### src/rtl/div5_appx_pkg.sv
// Shared types and constants for the div5_appx_seq restoring divider.
package div5_appx_pkg;

    typedef enum logic [1:0] {IDLE, CALC, DONE} state_e;

    // Quotient reported for a zero divisor; sliced to WIDTH at the point of use.
    localparam logic [31:0] DBZ_Q = '1;

    function automatic int clog2(input int n);
        int w;
        w = 1;
        for (int i = 0; i < 31; i++) begin
            if ((1 << i) < n) w = i + 1;
        end
        return w;
    endfunction

endpackage

### src/rtl/div5_quant.sv
// Divisor quantizer: b -> largest 2^k or 3*2^k not above b. Compiled only when
// DIV5_APPX_QUANT_EN is defined, since only that build instantiates it.
`ifdef DIV5_APPX_QUANT_EN
module div5_quant #(
    parameter int WIDTH = 5
) (
    input  logic [WIDTH-1:0] b_i,
    output logic [WIDTH-1:0] bd_o,
    output logic             appx_o
);

    logic [WIDTH-1:0] lead;

    always_comb begin
        lead = '0;
        for (int i = 0; i < WIDTH; i++) begin
            if (b_i[i]) begin
                lead    = '0;
                lead[i] = 1'b1;
            end
        end
    end

    // Keep the leading one and the bit just below it; everything lower is dropped.
    assign bd_o   = b_i & (lead | (lead >> 1));
    assign appx_o = (bd_o != b_i);

endmodule
`endif

### src/rtl/div5_appx_seq.sv
// Sequential restoring divider (q = a / bd, r = a % bd), one quotient bit per cycle.
// Define DIV5_APPX_QUANT_EN to quantize the divisor through div5_quant.
module div5_appx_seq
    import div5_appx_pkg::*;
#(
    parameter int WIDTH = 5
) (
    input  logic             clk,
    input  logic             rst_n,
    input  logic             in_valid,
    output logic             in_ready,
    input  logic [WIDTH-1:0] a,
    input  logic [WIDTH-1:0] b,
    output logic             out_valid,
    input  logic             out_ready,
    output logic [WIDTH-1:0] q,
    output logic [WIDTH-1:0] r,
    output logic             div_by_zero,
    output logic             appx
);

    localparam int CNT_W = clog2(WIDTH);

    logic [WIDTH-1:0] bd_w;
    logic             appx_w;

`ifdef DIV5_APPX_QUANT_EN
    div5_quant #(.WIDTH(WIDTH)) u_quant (
        .b_i    (b),
        .bd_o   (bd_w),
        .appx_o (appx_w)
    );
`else
    assign bd_w   = b;
    assign appx_w = 1'b0;
`endif

    state_e           state_q, state_d;
    logic [CNT_W-1:0] cnt_q, cnt_d;
    logic [WIDTH-1:0] a_q, a_d;
    logic [WIDTH-1:0] bd_q, bd_d;
    logic [WIDTH-1:0] p_q, p_d;
    logic [WIDTH-1:0] qv_q, qv_d;
    logic             dbz_q, dbz_d;
    logic             appx_q, appx_d;
    logic [WIDTH:0]   p_shift;
    logic             ge;

    always_comb begin
        state_d = state_q;
        cnt_d   = cnt_q;
        a_d     = a_q;
        bd_d    = bd_q;
        p_d     = p_q;
        qv_d    = qv_q;
        dbz_d   = dbz_q;
        appx_d  = appx_q;
        // p_q < bd_q always holds, so one extra bit suffices for the shifted value.
        p_shift = {p_q, a_q[cnt_q]};
        ge      = (p_shift >= {1'b0, bd_q});

        case (state_q)
            IDLE: begin
                if (in_valid) begin
                    a_d  = a;
                    bd_d = bd_w;
                    if (bd_w == '0) begin
                        qv_d    = DBZ_Q[WIDTH-1:0];
                        p_d     = a;
                        dbz_d   = 1'b1;
                        appx_d  = 1'b0;
                        state_d = DONE;
                    end else begin
                        qv_d    = '0;
                        p_d     = '0;
                        dbz_d   = 1'b0;
                        appx_d  = appx_w;
                        cnt_d   = CNT_W'(WIDTH - 1);
                        state_d = CALC;
                    end
                end
            end
            CALC: begin
                qv_d[cnt_q] = ge;
                if (ge) p_d = WIDTH'(p_shift - {1'b0, bd_q});
                else    p_d = p_shift[WIDTH-1:0];
                cnt_d = cnt_q - CNT_W'(1);
                if (cnt_q == '0) state_d = DONE;
            end
            DONE: begin
                if (out_ready) state_d = IDLE;
            end
            default: state_d = IDLE;
        endcase
    end

    always_ff @(posedge clk or negedge rst_n) begin
        if (!rst_n) begin
            state_q <= IDLE;
            cnt_q   <= '0;
            a_q     <= '0;
            bd_q    <= '0;
            p_q     <= '0;
            qv_q    <= '0;
            dbz_q   <= 1'b0;
            appx_q  <= 1'b0;
        end else begin
            state_q <= state_d;
            cnt_q   <= cnt_d;
            a_q     <= a_d;
            bd_q    <= bd_d;
            p_q     <= p_d;
            qv_q    <= qv_d;
            dbz_q   <= dbz_d;
            appx_q  <= appx_d;
        end
    end

    assign in_ready    = (state_q == IDLE);
    assign out_valid   = (state_q == DONE);
    assign q           = qv_q;
    assign r           = p_q;
    assign div_by_zero = dbz_q;
    assign appx        = appx_q;

endmodule
### config.mk
export PLATFORM = sky130hd
export DESIGN_NAME = div5_appx_seq
export DESIGN_NICKNAME = d
export VERILOG_FILES = /design/src/rtl/div5_appx_pkg.sv /design/src/rtl/div5_quant.sv /design/src/rtl/div5_appx_seq.sv
export SDC_FILE = /design/constraint.sdc
export NUM_CORES = 1
export LEC_CHECK = 0
export ABC_CLOCK_PERIOD_IN_PS = 3590
export CORE_MARGIN = 2
export CORE_UTILIZATION = 51
export CTS_BUF_LIST = sky130_fd_sc_hd__clkbuf_16
export CTS_CLUSTER_SIZE = 10
export DETAILED_ROUTE_END_ITERATION = 8
export PLACE_DENSITY = 0.78
export SETUP_SLACK_MARGIN = 0.3
export SLEW_MARGIN = 20
export SYNTH_ARGS = -nofsm -noshare
export SYNTH_HDL_FRONTEND = slang
export SYNTH_SLANG_ARGS = --single-unit
export TNS_END_PERCENT = 10
### constraint.sdc
create_clock -name clk -period 3.59 [get_ports clk]
set_clock_uncertainty 0.1 [all_clocks]
set_input_delay 1.077 -clock clk [delete_from_list [all_inputs] [get_ports clk]]
set_output_delay 1.077 -clock clk [all_outputs]
set_load 0.02 [all_outputs]
# After elaboration in Yosys (flattened, before gate mapping)
# Cells that the tools add are included.
# classes
addsub	2
magnitude_cmp	3
n_eq_ne	6
muxes	21
reduce_logical	9
# ops
cell	count
$mux W5	5
$pmux W5 S2	2
$mux W2	4
$ge A6 B5 Y1	1
$mux W3	2
$ne A2 B2 Y1 const B	3
$pmux W2 S3	1
$pmux W3 S2	1
$reduce_and A3 Y1	2
$bwmux W5	1
$logic_not A5 Y1	1
$sub A5 B5 Y5	1
$lt A3 B4 Y1 const B	1
$reduce_and A2 Y1	2
$bmux W1 S3	1
$demux W1 S3	1
$ge A3 B1 Y1 const B	1
$logic_not A3 Y1	1
$mux W1	3
$sub A3 B1 Y3 const B	1
$eq A2 B1 Y1 const B	1
$eq A2 B2 Y1 const B	1
$logic_not A2 Y1	1
$ne A2 B1 Y1 const B	1
2 further kinds	2
# totals
ff_bits	26
input_bits	14
word_cells	48

# Longest topological paths before layout
# logic_depth
ltp_word	6
depth_mapped	12
depth_no_buf	11

# Worst setup path after synthesis
# OpenSTA, ideal clock, no wires.
# synth_path
path_type	reg2reg
from	register cnt_q[1]
to	register p_q[0] (netlist: r[0])
arrival_ps	2497
t_required_ps	3407
path_slack_ps	910
path_stages_with_launch	13
synth_period_minus_slack_ps	2680
path_cell_list	dfrtp_1 > buf_2 > mux2i_1 > o21ai_0 > a21oi_1 > ha_1 > inv_1 > fa_1 > a211oi_2 > o21bai_2 > a21boi_4 > mux2_2 > o21ai_0
# synth_via
elab_chain_len	5
# synth_rtl
item	line_no	rtl
start, declared	div5_appx_seq.sv:39	logic [CNT_W-1:0] cnt_q, cnt_d;
start signal, assigned	div5_appx_seq.sv:109	cnt_q <= cnt_d;
$bmux W1 S3 *	div5_appx_seq.sv:59	p_shift = {p_q, a_q[cnt_q]};
$mux W1 (implied by the code) *	div5_appx_seq.sv:59	
$sub A5 B5 Y5 or $ge A6 B5 Y1 (tied branches)	div5_appx_seq.sv:85, div5_appx_seq.sv:60	
$mux W5 *	div5_appx_seq.sv:85	if (ge) p_d = WIDTH'(p_shift - {1'b0, bd_q});
$pmux W5 S2 *	div5_appx_seq.sv:62	case (state_q)
end signal, assigned	div5_appx_seq.sv:112	p_q <= p_d;
end, declared	div5_appx_seq.sv:42	logic [WIDTH-1:0] p_q, p_d;
# Mark *: on every way between the ends. The rest lies on a longest branch, timed or not. The select of a mux whose other input is x is not followed.
# A chain may end at the register's enable or synchronous reset.

# Worst setup path after layout
# Same ends and word-level chain as after synthesis.

==> metrics.md <==
| Metric | Value |
|---|---|
| Met3 Wirelength | `208 um` |
| Starting Density | `between 50% and 60%` |
| Initial antenna violation count | `0` |
| Finish-stage setup viols | `0` |
| Multi-input logic area | `798 um^2` |
| Clk pwr share | `about 16%` |
| Routability congestion estimate | `0.933` |
| Port bufs | `26` |
| Commonest cells after routing, fill and taps aside | `dfrtp_1 (26), clkdlybuf4s50_1 (26), o21ai_0 (11), a21oi_1 (11), mux2_2 (11)` |
| Critical path class | `flip-flop to flip-flop` |
| Pin count of the biggest net entering global routing | `27` |
| Met1 Wirelength | `1580 um` |
| Clock sinks | `26` |
| Met2 wire length | `1670 um` |
| Placed Cells | `just over 200` |
| Power density cells | `1070 nW/um^2` |
| Synth Net Count | `roughly 170` |
| WP data required | `3660 ps` |
| Initial DRT Pass Iterations | `4` |
| Syn Area/Cell | `10.1 um^2` |
| Count of nets after finishing | `199` |
| Root buf cell | `clkbuf_16` |
| Die ar. | `3430 um^2` |
| Part of the power in registers | `about 28%` |
| Post-CTS sizing | `0` |
| Reg area | `approximately 650 um^2` |
| Num CTS Buffers | `3` |
| Synth Warn # | `0` |
| Post-CTS setup buffers | `0` |
| Detailed Place HPWL | `~2600 um` |
| Type of the worst min-delay path | `flip-flop to flip-flop` |
| I/O pin count | `28` |
| Reg2reg start | `cnt_q[1]` |
| #FFs+latches synth | `26` |
| Worst hold path depth | `1` |
| Worst-skew pair later-pin latency | `around 260 ps` |
| Share of post-route cells with drive strength above 1 | `11.9%` |
| Crit start category | `flip-flop` |
| Final hold vios | `0` |
| Gr usage total | `around 23%` |
| Worst Setup End Kind | `flip-flop` |
| Int Power | `0.00119 W` |
| Outcome | `finished, final reports clean` |
| Clock transition at the registers of the reported paths | `about 60 ps` |
| Post-DR vias/cell | `6.10` |
| Post-synthesis sequential area ratio | `42.8%` |
| R2R depth | `11` |
| Antenna Cells | `0` |
| Worst VDD drop | `between 700 and 800 uV` |
| First-pass GRT wire length | `5960 um` |
| TNS Setup | `0 ps` |
| Mapped Cells | `151` |
| Unique masters post-synth | `39` |
| Hold Startpoint | `div_by_zero` |
| Clock buffer depth | `2` |
| CTS H-tree lvls | `1` |
| Combinational power share | `56.1%` |
| Fmax | `333 MHz` |
| Via count | `between 1k and 1.5k` |
| Final Power | `roughly 0.0020 W` |
| Slew HR | `54.7%` |
| RSZ-0062 raised after global routing | `false` |
| Crit-path max FO | `10` |
| CTS Hold Bufs | `0` |
| DR top layer | `met4` |
| Pleak | `0.840 nW` |
| Worst hold slack | `between 300 and 400 ps` |
| DRT iter0 DRCs | `49` |
| Max-slew violations | `0` |
| Tmin final | `between 2000 and 3000 ps` |
| FILL cells | `218` |
| Vias in the first global route | `1254` |
| Syn Std Cell Area | `1520 um^2` |
| Chip Height | `roughly 59 um` |
| DRC errors left | `0` |
| CTS tree | `built` |
| Post-Layout Cell Count | `207` |
| Core Area | `2780 um^2` |
| Max-cap violations | `0` |
| Sw Share | `41.3%` |
| Worst EP arrival | `3070 ps` |
| ANT nets after route | `0` |
| Remaining Overflow, GRT | `0` |
| Actual slew at the worst max-slew pin | `677 ps` |
| Crit share post-route | `83.6%` |
| Total wire length | `around 3500 um` |
| CP startpoint | `cnt_q[1]` |
| Row count | `19` |
| P&R area growth vs syn | `25.5%` |
| Switching power | `between 0.0008 and 0.0009 W` |
| Die width | `58.6 um` |
| DR WL/cell | `roughly 17 um` |
## cells in the mapped netlist
library cell	number	area, um^2
a211o_1	1	8.76
a211oi_1	4	30.0
a211oi_2	1	12.5
a21boi_4	1	18.8
a21o_1	3	22.5
a21oi_1	11	55.1
a221o_1	1	10.0
a221oi_1	1	8.76
a31o_2	1	8.76
a31oi_1	5	31.3
and2_1	1	6.26
and3_1	1	6.26
buf_2	2	10.0
buf_4	1	7.51
clkbuf_1	4	15.0
conb_1	1	3.75
dfrtp_1	26	651
fa_1	1	20.0
ha_1	7	87.6
inv_1	10	37.5
mux2_2	11	124
mux2i_1	5	50.1
nand2_1	7	26.3
nand2b_1	4	25.0
nand3_1	4	20.0
nand3b_1	1	7.51
nand4_1	2	12.5
nor2_1	5	18.8
nor2b_1	3	18.8
nor3_1	2	10.0
nor3b_1	2	15.0
nor4_1	2	12.5
nor4b_1	1	8.76
o21ai_0	11	55.1
o21bai_1	1	7.51
o21bai_2	1	11.3
o31ai_1	2	15.0
or3_1	2	12.5
xnor2_1	2	17.5
## power by group through the flow
| stage | Sequential (W) | Combinational, W | Clock [W] |
|---|---|---|---|
| final | 0.000570 | 0.00114 | 0.000322 |
| after global routing | 0.000588 | 0.00126 | 0.000336 |
| after CTS | 0.000568 | 0.00114 | 0.000326 |
| after detailed placement | 0.000574 | 0.00112 | 0 |
| after global placement | 0.000564 | 0.00109 | 0 |
| after floorplan | 0.000584 | 0.000783 | 0 |
## cell families after synthesis
kind of cell / after synthesis / share of synthesized area (%)
AOI/OAI and AO/OA: 44 / 19.4
and+or+nand+nor: 37 / 13.2
DFF: 26 / 42.8
buffers and inverters: 17 / 4.61
muxes: 16 / 11.4
adders and majority gates: 8 / 7.08
xor gates and xnor gates: 2 / 1.15
other: 1 / 0.247
## critical path, cell delays in order (launching register included)
cell and delay [ps]:
dfrtp_1 460, mux2i_1 220, o21ai_0 90, a21oi_1 200, ha_1 170, inv_1 60
fa_1 450, a211oi_2 200, o21bai_2 120, a21boi_4 320, mux2_2 370, o21ai_0 160
## state kept, by name, summed over array words and instances (netlist names)
signal / count
a_q: 5
bd_q: 5
cnt_q: 3
div_by_zero: 1
q: 5
r: 5
state_q: 2
## metrics by stage
| stage | setup slack, ps | utilization [%] | area, um^2 |
|---|---|---|---|
| 5_1_grt | 351 | 68.5 | 1910 |
| 2_1_floorplan | 910 | - | 1520 |
| 3_5_place_dp | 501 | 64.7 | 1800 |
| 3_3_place_gp | 545 | 64.7 | 1800 |
| 4_1_cts | 594 | 68.5 | 1910 |
| 6_report | 591 | 68.5 | 1910 |
## cell type report
cell class / instances / area share [%]
inverters: 10 / 1.97
well taps: 31 / 2.04
clock inverters: 1 / 1.58
flip-flops and latches: 26 / 34.1
multi-input cells: 108 / 41.9
repair buffers: 28 / 14.4
clock buffers: 3 / 3.94
## routing by layer
layer,GRT usage (%),up-vias
met3,3.52,7
met4,8.77,0
met1,30.7,615
li1,-,597
met2,38.0,43
met5,0,-
## worst paths after layout
path | to | slack (ps)
worst max-delay path | r[0] | 590
worst min-delay path | div_by_zero | 380
worst max register to register | r[0] | 590
worst min register to register | div_by_zero | 380
max in group asynchronous | r[2] | 2060
min in group asynchronous | a_q[4] | 1080
Power figures use the tool's default switching activity.
